`src/rtl/fifo_wr_arbiter_pkg.sv`:
```
// Shared types and width helpers for the FIFO write-port arbiter.
// Optional feature macro: FIFO_ARB_TAG_EN (prefixes written words with grant_id).
package fifo_arb_pkg;

  typedef enum logic {
    ARB_IDLE  = 1'b0,
    ARB_GRANT = 1'b1
  } arb_state_e;

  function automatic int id_w(input int n);
    return (n > 1) ? $clog2(n) : 1;
  endfunction

  function automatic int cnt_w(input int b);
    return $clog2(b) + 1;
  endfunction

endpackage

```
`src/rtl/fifo_wr_arbiter_if.sv`:
```
// Producer-side handshake plus FIFO write-port bundle for fifo_wr_arbiter.
// With FIFO_ARB_TAG_EN defined the write data carries grant_id above the payload.
interface fifo_wr_arbiter_if
  import fifo_arb_pkg::*;
#(
  parameter int NUM_REQ = 4,
  parameter int WIDTH   = 8
);
  localparam int ID_W = id_w(NUM_REQ);
`ifdef FIFO_ARB_TAG_EN
  localparam int OUT_W = WIDTH + ID_W;
`else
  localparam int OUT_W = WIDTH;
`endif

  logic [NUM_REQ-1:0]       req_vld;
  logic [NUM_REQ*WIDTH-1:0] req_data;
  logic [NUM_REQ-1:0]       req_rdy;
  logic                     fifo_full;
  logic                     fifo_wr_en;
  logic [OUT_W-1:0]         fifo_wr_data;
  logic [ID_W-1:0]          grant_id;
  logic                     busy;

  modport master (
    input  req_vld, req_data, fifo_full,
    output req_rdy, fifo_wr_en, fifo_wr_data, grant_id, busy
  );

  modport slave (
    output req_vld, req_data, fifo_full,
    input  req_rdy, fifo_wr_en, fifo_wr_data, grant_id, busy
  );

endinterface

```
`src/rtl/fifo_wr_arbiter_rr_pick.sv`:
```
// Combinational round-robin picker: first set request scanning from base upward, wrapping.
module rr_pick #(
  parameter int N  = 4,
  parameter int IW = 2
) (
  input  logic [N-1:0]  req,
  input  logic [IW-1:0] base,
  output logic          any,
  output logic [IW-1:0] idx
);
  localparam int unsigned NU = N;

  int unsigned     cand;
  logic [IW-1:0]   cand_idx;

  always_comb begin
    any      = 1'b0;
    idx      = '0;
    cand     = 0;
    cand_idx = '0;
    for (int unsigned i = 0; i < NU; i++) begin
      cand     = (int'(base) + i) % NU;
      cand_idx = IW'(cand);
      if (!any && req[cand_idx]) begin
        any = 1'b1;
        idx = cand_idx;
      end
    end
  end

endmodule

```
`src/rtl/fifo_wr_arbiter.sv`:
```
// Round-robin burst arbiter sharing one FIFO write port among NUM_REQ producers.
// Optional FIFO_ARB_TAG_EN: fifo_wr_data = {grant_id, payload}.
module fifo_wr_arbiter
  import fifo_arb_pkg::*;
#(
  parameter int NUM_REQ = 4,
  parameter int WIDTH   = 8,
  parameter int BURST   = 4
) (
  input  logic               clk,
  input  logic               rest_n,
  fifo_wr_arbiter_if.master  bus
);
  localparam int ID_W  = id_w(NUM_REQ);
  localparam int CNT_W = cnt_w(BURST);
`ifdef FIFO_ARB_TAG_EN
  localparam int OUT_W = WIDTH + ID_W;
`else
  localparam int OUT_W = WIDTH;
`endif

  arb_state_e        state, state_nxt;
  logic [ID_W-1:0]   rr_ptr, rr_ptr_nxt;
  logic [ID_W-1:0]   grant_id, grant_id_nxt;
  logic [CNT_W-1:0]  beat_cnt, beat_cnt_nxt;

  logic              pick_any;
  logic [ID_W-1:0]   pick_idx;
  logic              g_vld;
  logic [WIDTH-1:0]  g_data;
  logic [NUM_REQ-1:0] req_rdy_c;
  logic              wr_en_c;
  logic [OUT_W-1:0]  wr_data_c;

  rr_pick #(.N(NUM_REQ), .IW(ID_W)) u_pick (
    .req  (bus.req_vld),
    .base (rr_ptr),
    .any  (pick_any),
    .idx  (pick_idx)
  );

  always_comb begin
    g_vld  = 1'b0;
    g_data = '0;
    for (int unsigned i = 0; i < NUM_REQ; i++) begin
      if (ID_W'(i) == grant_id) begin
        g_vld  = bus.req_vld[i];
        g_data = bus.req_data[i*WIDTH +: WIDTH];
      end
    end
  end

  always_ff @(posedge clk or negedge rest_n) begin
    if (!rest_n) begin
      state    <= ARB_IDLE;
      rr_ptr   <= '0;
      grant_id <= '0;
      beat_cnt <= '0;
    end else begin
      state    <= state_nxt;
      rr_ptr   <= rr_ptr_nxt;
      grant_id <= grant_id_nxt;
      beat_cnt <= beat_cnt_nxt;
    end
  end

  always_comb begin
    state_nxt    = state;
    rr_ptr_nxt   = rr_ptr;
    grant_id_nxt = grant_id;
    beat_cnt_nxt = beat_cnt;
    req_rdy_c    = '0;
    wr_en_c      = 1'b0;
    wr_data_c    = '0;
    case (state)
      ARB_IDLE: begin
        if (pick_any) begin
          state_nxt    = ARB_GRANT;
          grant_id_nxt = pick_idx;
          beat_cnt_nxt = '0;
        end
      end
      ARB_GRANT: begin
        req_rdy_c[grant_id] = ~bus.fifo_full;
        wr_en_c             = g_vld & ~bus.fifo_full;
`ifdef FIFO_ARB_TAG_EN
        wr_data_c = {grant_id, g_data};
`else
        wr_data_c = g_data;
`endif
        if (wr_en_c) beat_cnt_nxt = beat_cnt + 1'b1;
        // A full FIFO freezes the grant even if the owner's valid drops.
        if ((wr_en_c && beat_cnt == CNT_W'(BURST-1)) || (!g_vld && !bus.fifo_full)) begin
          state_nxt  = ARB_IDLE;
          rr_ptr_nxt = (grant_id == ID_W'(NUM_REQ-1)) ? '0 : grant_id + 1'b1;
        end
      end
      default: state_nxt = ARB_IDLE;
    endcase
  end

  assign bus.req_rdy      = req_rdy_c;
  assign bus.fifo_wr_en   = wr_en_c;
  assign bus.fifo_wr_data = wr_data_c;
  assign bus.grant_id     = grant_id;
  assign bus.busy         = (state == ARB_GRANT);

endmodule

```
`src/flat_wrapper.sv`:
```
// flat-port wrapper written by rule: the top's interface ports become plain ports
module fifo_wr_arbiter_flat import fifo_arb_pkg::*;
#(
  parameter int NUM_REQ = 4,
  parameter int WIDTH   = 8,
  parameter int BURST   = 4
)
  (clk, rest_n, bus_req_vld, bus_req_data, bus_fifo_full, bus_req_rdy, bus_fifo_wr_en, bus_fifo_wr_data, bus_grant_id, bus_busy);
  fifo_wr_arbiter_if #(.NUM_REQ(NUM_REQ), .WIDTH(WIDTH)) bus_i ();
  input  logic clk;
  input  logic rest_n;
  input wire logic [$bits(bus_i.req_vld)-1:0] bus_req_vld;
  input wire logic [$bits(bus_i.req_data)-1:0] bus_req_data;
  input wire logic [$bits(bus_i.fifo_full)-1:0] bus_fifo_full;
  output wire logic [$bits(bus_i.req_rdy)-1:0] bus_req_rdy;
  output wire logic [$bits(bus_i.fifo_wr_en)-1:0] bus_fifo_wr_en;
  output wire logic [$bits(bus_i.fifo_wr_data)-1:0] bus_fifo_wr_data;
  output wire logic [$bits(bus_i.grant_id)-1:0] bus_grant_id;
  output wire logic [$bits(bus_i.busy)-1:0] bus_busy;
  assign bus_i.req_vld = bus_req_vld;
  assign bus_i.req_data = bus_req_data;
  assign bus_i.fifo_full = bus_fifo_full;
  assign bus_req_rdy = bus_i.req_rdy;
  assign bus_fifo_wr_en = bus_i.fifo_wr_en;
  assign bus_fifo_wr_data = bus_i.fifo_wr_data;
  assign bus_grant_id = bus_i.grant_id;
  assign bus_busy = bus_i.busy;
  fifo_wr_arbiter #(.NUM_REQ(NUM_REQ), .WIDTH(WIDTH), .BURST(BURST)) u_core (.clk(clk), .rest_n(rest_n), .bus(bus_i));
endmodule
```
`config.mk`:
```
export PLATFORM = sky130hd
export DESIGN_NAME = fifo_wr_arbiter_flat
export DESIGN_NICKNAME = d
export VERILOG_FILES = /design/src/rtl/fifo_wr_arbiter_pkg.sv /design/src/rtl/fifo_wr_arbiter_if.sv /design/src/rtl/fifo_wr_arbiter_rr_pick.sv /design/src/rtl/fifo_wr_arbiter.sv /design/src/flat_wrapper.sv
export SDC_FILE = /design/constraint.sdc
export NUM_CORES = 1
export LEC_CHECK = 0
export ABC_AREA = 1
export BUFFER_PORTS_ARGS = -buffer_cell sky130_fd_sc_hd__buf_2
export CORE_MARGIN = 5
export CORE_UTILIZATION = 46
export DETAILED_ROUTE_END_ITERATION = 10
export GPL_ROUTABILITY_DRIVEN = 0
export PLACE_DENSITY_LB_ADDON = 0.08
export SLEW_MARGIN = 20
export SYNTH_ARGS = -nofsm -noshare
export SYNTH_HDL_FRONTEND = slang
export SYNTH_HIERARCHICAL = 1
export SYNTH_SLANG_ARGS = --single-unit
export TNS_END_PERCENT = 30
```
`constraint.sdc`:
```
create_clock -name clk -period 1.79 [get_ports clk]
set_input_delay 0.0895 -clock clk [delete_from_list [all_inputs] [get_ports clk]]
set_output_delay 0.0895 -clock clk [all_outputs]
set_load 0.05 [all_outputs]
```
==> qor.txt, run 1 <==
Clock Latency Late Sink - 0.27 ns
post-route minimum period - 1.82 ns
htree depth - 1
full die area - 3480 um^2
CTS Buffer Depth - 2
CP Data Required Time - 1.70 ns
GRT overflow - 0
vias per cell - 5.22
relative slew slack - 80.9%
RSZ-0062 raised after global routing - true
syn nets - 224
post-synthesis cell count - 179
mapped cell area - 1100 um^2
CP endpoint kind - primary output
Lkg Pwr - 0.935 nW
Final period util - 102%
R2R Path Start - u_core/bus.grant_id[0]
Core Area - 2250 um^2
outcome - complete, but fails checks
WS Path Type - flop to primary output
Initial Utilization - 48.9%
PnR worst setup slack - -0.0272 ns
Num CTS Buffers - 3
fin area - 1800 um^2
fmax - 550 MHz
clk_skew - 0.0130 ns
Slew @ Worst Pin - 0.286 ns
max cap viols - 0
vias in the first global route - 1371
final hold slack - 0.148 ns
fin nets - 295
pwr dens - 2400 nW/um^2
worst min-delay path category - primary input to flop
routed length per placed instance - 12.5 um
ant diodes - 0
Cell Int Power - 0.00180 W
antenna violations before repair - 0
placed inst area - 1550 um^2
failing checks - negative setup slack
Data arrival, critical path - 1.73 ns
DR iter-0 viols - 68
Clk network pwr share - 3.6%
Synth warnings - 6
All-Layer GR Usage - 21.1%
Post-Route WL - 3470 um
detailed-route via count - 1446
Seq cells post-synth - 8
Final Slew Violations - 0
r2r endpoint - u_core/rr_ptr[1]
Reg power frac - 8.5%
largest net degree at the start of global routing - 14
clock transition at the registers of the reported paths - 0.06 ns
FF-to-FF setup slack - 0.09 ns
DRT Pass-1 Iters - 4
CTS Sinks - 8
syn avg cell area - 6.16 um^2
crit start category - flop
CTS tree - yes
Net Sw Frac - 58.3%
DRC - 0
Die X - 59.0 um
die height - 59.0 um
Core Util, Final - 79.7%
DPL Wire Length - 2630 um
crit path to - bus_fifo_wr_en
CP max FO - 5
Clk Tree Root Cell - clkbuf_4
CP startpoint - u_core/bus.grant_id[0]
layout cell share with drive strength beyond 1 - 52.2%
port bufs - 54
area grow syn2layout - 63.0%
num rows - 17
Netlist cell types - 20
number of I/O pins - 55
R2R depth - 12
sequential area share after synthesis - 18.2%
# setup viols final - 4
power share of the combinational group - 87.8%
Switch Pwr - 0.00251 W
ANT nets after route - 0
VDD IR max - 2.36 mV
global-route wire length before repair - 5800 um
Hold Violations, Final - 0
[state kept, by name, summed over array words and instances, names as in the netlist]
signal               cells
u_core/beat_cnt          3
u_core/bus.grant_id      2
u_core/rr_ptr            2
u_core/bus.busy          1
[layout make-up]
type | instances | area, um^2
clock buffers | 4 | 26.3
fillers | 172 | 458
inverters | 21 | 91.3
multi-input cells | 143 | 932
flip-flops and latches | 8 | 203
well taps | 28 | 35.0
repair buffers | 73 | 509
[synthesized netlist by cell type]
cell / number / area [um^2]
buf_2: 4 / 20.0
o21ai_0: 17 / 85.1
nand2_1: 45 / 169
inv_8: 1 / 11.3
inv_2: 4 / 15.0
ha_1: 6 / 75.1
nor2_4: 2 / 22.5
nand3b_1: 1 / 7.51
nand3_1: 16 / 80.1
nor2_2: 1 / 6.26
nand4_1: 1 / 6.26
dfrtp_1: 8 / 200
a21oi_1: 21 / 105
nand3_2: 4 / 40.0
nand2_4: 3 / 33.8
inv_1: 16 / 60.1
nand2_2: 13 / 81.3
o21ai_1: 1 / 5.00
buf_6: 3 / 33.8
nor2_1: 12 / 45.0
[how the worst min path moves through the flow]
stage                        startpoint            endpoint  slack [ns]  depth (start not counted)
after CTS                 bus_fifo_full    u_core/rr_ptr[0]        0.15                          4
after detailed placement         rest_n  u_core/beat_cnt[1]       -0.05                          1
after global routing      bus_fifo_full    u_core/rr_ptr[1]        0.16                          4
after global placement           rest_n  u_core/beat_cnt[1]       -0.06                          1
final                     bus_fifo_full    u_core/rr_ptr[0]        0.15                          4
after floorplan                  rest_n  u_core/beat_cnt[0]       -0.21                          0
[power groups by stage]
stage          sequential, W  combinational (W)  clock [W]
3_3_place_gp        0.000357            0.00305          0
4_1_cts             0.000362            0.00353   0.000157
6_report            0.000367            0.00379   0.000156
5_1_grt             0.000382            0.00406   0.000180
3_5_place_dp        0.000366            0.00310          0
2_1_floorplan       0.000442            0.00236          0
[layout by cell type, fill, tap and decap left out, drive strengths merged]
| cell type | n |
|---|---|
| inv | 21 |
| nand4 | 1 |
| nand2 | 61 |
| nor2 | 15 |
| buf | 72 |
| a21oi | 21 |
| clkbuf | 4 |
| ha | 6 |
| dlygate4sd3 | 1 |
| dfrtp | 8 |
| o21ai | 18 |
| nand3 | 20 |
| nand3b | 1 |
[worst max-delay path: stages, from the launching register on]
cell	delay, ns
dfrtp_2	0.43
buf_6	0.13
ha_4	0.18
buf_4	0.14
a21oi_2	0.10
nand2_1	0.05
nand2_1	0.08
nand2_2	0.08
nand2_2	0.08
inv_2	0.05
buf_8	0.14
[metal layers]
| layer | share of wire [%] | up-vias | track usage [%] |
|---|---|---|---|
| met1 | 42 | 658 | 27.2 |
| met5 | 0 | - | 0 |
| met2 | 49 | 57 | 34.7 |
| met3 | 6.8 | 7 | 2.85 |
| li1 | - | 724 | - |
| met4 | 2.1 | 0 | 9.71 |
[cells by family after synthesis]
logic type | Yosys count | synth area share (%)
fa+ha+maj | 6 | 6.81
compound gates | 39 | 17.7
buf+inv | 28 | 12.7
simple gates | 98 | 44.6
flops | 8 | 18.2
[metrics by stage]
step	setup WS [ns]	setup TNS, ns	power, W	cells
floorplan	-0.122	-0.247	0.00281	179
finish	-0.0272	-0.0551	0.00431	277
detailed placement	-0.0618	-0.242	0.00347	265
CTS	-0.0473	-0.115	0.00405	271
global route	-0.0894	-0.692	0.00462	277
global placement	0.0232	0	0.00340	265
[timing repair]
action,4_1_cts,5_1_grt
gates resized for setup,46,18
setup buffers,1,6
hold buffers,1,0
endpoints found under the hold margin,8,0
pin swaps,0,3
setup endpoints to repair,10,13
(Power assumes the default switching activity.)
==> run 2: changes to the inputs <==
--- a/config.mk
+++ b/config.mk
@@ -7,8 +7,9 @@
 export LEC_CHECK = 0
 export ABC_AREA = 1
 export BUFFER_PORTS_ARGS = -buffer_cell sky130_fd_sc_hd__buf_2
-export CORE_MARGIN = 5
-export CORE_UTILIZATION = 46
+export CAP_MARGIN = 15
+export CORE_UTILIZATION = 47
+export CTS_BUF_LIST = sky130_fd_sc_hd__clkbuf_2 sky130_fd_sc_hd__clkbuf_4 sky130_fd_sc_hd__clkbuf_8
 export DETAILED_ROUTE_END_ITERATION = 10
 export GPL_ROUTABILITY_DRIVEN = 0
 export PLACE_DENSITY_LB_ADDON = 0.08
==> run 2 against run 1 <==
  * The run still ends with negative setup slack left
  * Maximum frequency decreased by 1.9%
  * Sequential share of layout area decreased by 0.17 points
  * Sequential cell count unchanged
  * Design area increased by 2.2%
  * Critical path depth decreased by 2
  * First-iteration DRC count decreased by 37%
  * Global-route usage increased by 6.9 points
  * Routed wire length increased by 13%
  * Utilization increased by 3.3 points
  * Via count increased by 3.2%
  * Largest cell class unchanged
==> qor.txt, run 2 (same netlist as run 1, synthesis figures left out) <==
antenna violations before repair - 0
DRT Pass-1 Iters - 4
max cap viols - 0
CP endpoint kind - primary output
CTS Buffer Depth - 2
footprint of the multi-input gates - 953 um^2
Num CTS Buffers - 3
fillers - 147
All-Layer GR Usage - 28.0%
num rows - 17
Post-Route WL - 3930 um
routed length per placed instance - 14.1 um
post-route minimum period - 1.85 ns
fin nets - 297
Slowest-stage cell, CP - dfrtp_2
Data arrival, critical path - 1.76 ns
GRT overflow - 0
CP peak stage delay - 0.42 ns
number of I/O pins - 55
cell repeated most along the worst path - buf_6
Clock Latency Late Sink - 0.27 ns
Die X - 50.4 um
ant diodes - 0
DR iter-0 viols - 43
Core Area - 2210 um^2
most frequent cells in the layout - 45 x buf_2, 41 x nand2_1, 17 x nand2_2, 15 x nand3_1, 14 x buf_4
# setup viols final - 1
WS Path Type - flop to primary output
ANT nets after route - 0
TNS Setup - -0.0625 ns
Final period util - 103%
biggest regs - u_core/beat_cnt x3, u_core/bus.grant_id x2, u_core/rr_ptr x2
htree depth - 1
clock transition at the registers of the reported paths - 0.06 ns
Hold Violations, Final - 0
commonest non-fill, non-tap cell in the layout - buf_2
area grow syn2layout - 66.5%
placed inst area - 1550 um^2
detailed-route via count - 1492
Final Slew Violations - 0
critical-path cell list - inv_2 -> buf_6 -> ha_4 -> a21oi_1 -> o21ai_1 -> o21ai_2 -> a21oi_4 -> buf_6
full die area - 2540 um^2
final hold slack - 0.154 ns
max reg flops - 3
failing checks - negative setup slack
PnR worst setup slack - -0.0625 ns
layout cell share with drive strength beyond 1 - 56.6%
DRC - 0
relative slew slack - 79.5%
DPL Wire Length - 2510 um
vias in the first global route - 1298
Initial Utilization - 49.8%
CP Data Required Time - 1.70 ns
CTS Sinks - 8
largest reg by FF count - u_core/beat_cnt
CTS tree - yes
fin area - 1840 um^2
die height - 50.4 um
CP max FO - 3
largest net degree at the start of global routing - 15
worst min-delay path category - primary input to flop
clk_skew - 0.0138 ns
Core Util, Final - 83.0%
Clk Tree Root Cell - clkbuf_4
Slew @ Worst Pin - 0.306 ns
global-route wire length before repair - 5480 um
register area - 204 um^2
fmax - 540 MHz
vias per cell - 5.35
crit start category - flop
RSZ-0062 raised after global routing - true
outcome - complete, but fails checks
port bufs - 54
==> run 2: final timing paths <==
kind                                       endpoint  slack (ns)  depth (start not counted)                   start
worst max-delay path            bus_fifo_wr_data[0]       -0.06                          8  u_core/bus.grant_id[1]
worst min-delay path               u_core/rr_ptr[0]        0.15                          4           bus_fifo_full
worst max register to register   u_core/beat_cnt[2]        0.08                         13  u_core/bus.grant_id[1]
worst min register to register   u_core/beat_cnt[2]        0.53                          2      u_core/beat_cnt[2]
max in group asynchronous        u_core/beat_cnt[1]        1.41                          2                  rest_n
min in group asynchronous          u_core/rr_ptr[0]        0.20                          2                  rest_n
==> run 2: worst max-delay path, delay by kind of cell (launching register included) <==
family	cells	cell delay (ns)
DFF	1	0.42
adders and majority gates	1	0.15
buffers and inverters	3	0.38
AOI/OAI and AO/OA	4	0.55
==> run 2: metrics by stage <==
step / std cells / setup WS (ns)
6_report: 279 / -0.0625
5_1_grt: 279 / -0.103
4_1_cts: 275 / -0.00667
3_5_place_dp: 265 / -0.00289
3_3_place_gp: 265 / 0.0255
2_1_floorplan: 179 / -0.122
==> run 2: area by class of cell <==
| type | instances | area share (%) |
|---|---|---|
| clock buffer | 4 | 1.64 |
| inverter | 21 | 4.98 |
| multi-input combinational | 143 | 51.9 |
| sequential | 8 | 11.1 |
| tap | 28 | 1.91 |
| timing repair buffer | 75 | 28.4 |
==> run 2: what timing repair did <==
action	CTS	global route
gates resized for setup	49	21
endpoints found under the setup margin	9	15
pin swaps	1	10
endpoints found under the hold margin	8	0
setup buffers	4	4
cloned	1	0
hold buffers	1	0
==> run 2: layer usage <==
layer	part of all wire, %	track usage (%)
met1	39	32.6
met2	52	51.8
met3	6.8	3.94
met4	2.6	9.26
met5	0	0
Power of run 2 is not shown: default switching activity piles up to over one toggle a cycle in this logic, so the estimate is an artifact.
==> run 3: changes to the inputs <==
--- a/config.mk
+++ b/config.mk
@@ -13,6 +13,7 @@
 export DETAILED_ROUTE_END_ITERATION = 10
 export GPL_ROUTABILITY_DRIVEN = 0
 export PLACE_DENSITY_LB_ADDON = 0.08
+export SKIP_LAST_GASP = 1
 export SLEW_MARGIN = 20
 export SYNTH_ARGS = -nofsm -noshare
 export SYNTH_HDL_FRONTEND = slang
==> run 3 against run 2 <==
  * The flow still finishes with violations (negative setup slack)
  * Cell count down 0.72%
  * Register-to-register slack about the same
  * Worst setup slack better by 0.036 ns
  * Clock-buffer cell count unchanged
  * Hold slack better by 0.011 ns
  * Global-route usage down 0.063 points
  * Routed wire length down 5.7%
  * Sequential cell count unchanged
  * Clock skew down 0.0053 ns
  * Die area unchanged
  * Critical path depth down 1
==> qor.txt, run 3 (same netlist as run 1, synthesis figures left out) <==
antenna violations before repair - 0
number of I/O pins - 55
Final period util - 101%
relative slew slack - 78.6%
CP startpoint - u_core/bus.grant_id[0]
ant diodes - 0
Clk Tree Root Cell - clkbuf_4
most frequent cells in the layout - 45 x buf_2, 45 x nand2_1, 16 x nand3_1, 14 x inv_1
GRT overflow - 0
Core Area - 2210 um^2
Core Util, Final - 81.2%
CP endpoint kind - primary output
vias in the first global route - 1290
Data arrival, critical path - 1.73 ns
DPL Wire Length - 2510 um
# setup viols final - 1
biggest regs - u_core/beat_cnt x3, u_core/bus.grant_id x2, u_core/rr_ptr x2
htree depth - 1
Clock Latency Late Sink - 0.26 ns
ANT nets after route - 0
post-route minimum period - 1.82 ns
Post-Route WL - 3710 um
detailed-route via count - 1446
R2R depth - 13
DRT Pass-1 Iters - 4
layout cell share with drive strength beyond 1 - 52.6%
max cap viols - 0
largest reg by FF count - u_core/beat_cnt
port bufs - 54
PnR worst setup slack - -0.0267 ns
R2R Path Start - u_core/bus.grant_id[1]
RSZ-0062 raised after global routing - true
Num CTS Buffers - 3
num rows - 17
full die area - 2540 um^2
Slew @ Worst Pin - 0.321 ns
r2r endpoint - u_core/beat_cnt[1]
global-route wire length before repair - 5460 um
CP Data Required Time - 1.70 ns
CTS Buffer Depth - 2
WS Path Type - flop to primary output
Die X - 50.4 um
vias per cell - 5.22
failing checks - negative setup slack
worst min-delay path category - primary input to flop
Final Slew Violations - 0
final hold slack - 0.165 ns
Initial Utilization - 49.8%
max reg flops - 3
crit path to - bus_fifo_wr_data[0]
DR iter-0 viols - 44
area grow syn2layout - 63.0%
outcome - complete, but fails checks
FF-to-FF setup slack - 0.07 ns
CTS Sinks - 8
routed length per placed instance - 13.4 um
clk_skew - 0.00850 ns
fin nets - 295
CTS tree - yes
largest net degree at the start of global routing - 15
die height - 50.4 um
Hold Violations, Final - 0
DRC - 0
All-Layer GR Usage - 27.9%
fmax - 550 MHz
CP max FO - 10
clock transition at the registers of the reported paths - 0.06 ns
crit start category - flop
## run 3: cell count changes in the layout (fill, tap and decap cells not counted), sizes merged
cell and delta:
buf -2
## run 3: how the worst min path moves through the flow
stage	from	endpoint	slack (ns)	cells past startpoint
CTS	bus_fifo_full	u_core/bus.busy	0.15	3
floorplan	rest_n	u_core/beat_cnt[0]	-0.21	0
detailed placement	rest_n	u_core/beat_cnt[0]	-0.06	1
global route	bus_fifo_full	u_core/rr_ptr[1]	0.19	4
global placement	rest_n	u_core/beat_cnt[0]	-0.07	1
finish	bus_fifo_full	u_core/rr_ptr[0]	0.16	4
## run 3: repair_timing
action                                  CTS  global route
hold buffers                              1             0
pin swaps                                 1             6
buffers inserted                          4             2
hold endpoints to repair                  8             0
gates resized for setup                  45            15
gates cloned                              1             0
endpoints found under the setup margin    9            16
## run 3: area by class of cell
type                            count  area [um^2]
Timing Repair Buffer               73          507
Multi-Input combinational cell    143          931
Tap cell                           28         35.0
Inverter                           21         91.3
Clock buffer                        4         30.0
Sequential cell                     8          203
Fill cell                         150          415
## run 3: metal layers
| metal | routed length [um] | track usage, % | vias to the layer above | share of wire (%) |
|---|---|---|---|---|
| met2 | 1940 | 51.3 | 57 | 52 |
| met1 | 1490 | 32.8 | 656 | 40 |
| met5 | 0 | 0 | - | 0 |
| met3 | 219 | 3.94 | 8 | 5.9 |
| li1 | - | - | 725 | - |
| met4 | 57 | 9.26 | 0 | 1.5 |
## run 3: critical path, cell delays in order, from the launching register on
cell     delay, ns
dfrtp_2       0.47
ha_4          0.24
inv_8         0.09
nor2_1        0.05
o21ai_0       0.15
o21ai_1       0.14
a21oi_4       0.15
buf_6         0.17
## run 3: metrics by stage
| step | instance area (um^2) | TNS [ns] | instances | setup slack (ns) |
|---|---|---|---|---|
| 2_1_floorplan | 1200 | -0.247 | 179 | -0.122 |
| 3_3_place_gp | 1550 | 0 | 265 | 0.0255 |
| 3_5_place_dp | 1550 | -0.00331 | 265 | -0.00289 |
| 4_1_cts | 1740 | -0.0491 | 275 | -0.0172 |
| 5_1_grt | 1800 | -0.734 | 277 | -0.0829 |
| 6_report | 1800 | -0.0267 | 277 | -0.0267 |
Power of run 3 is left out for the same reason.
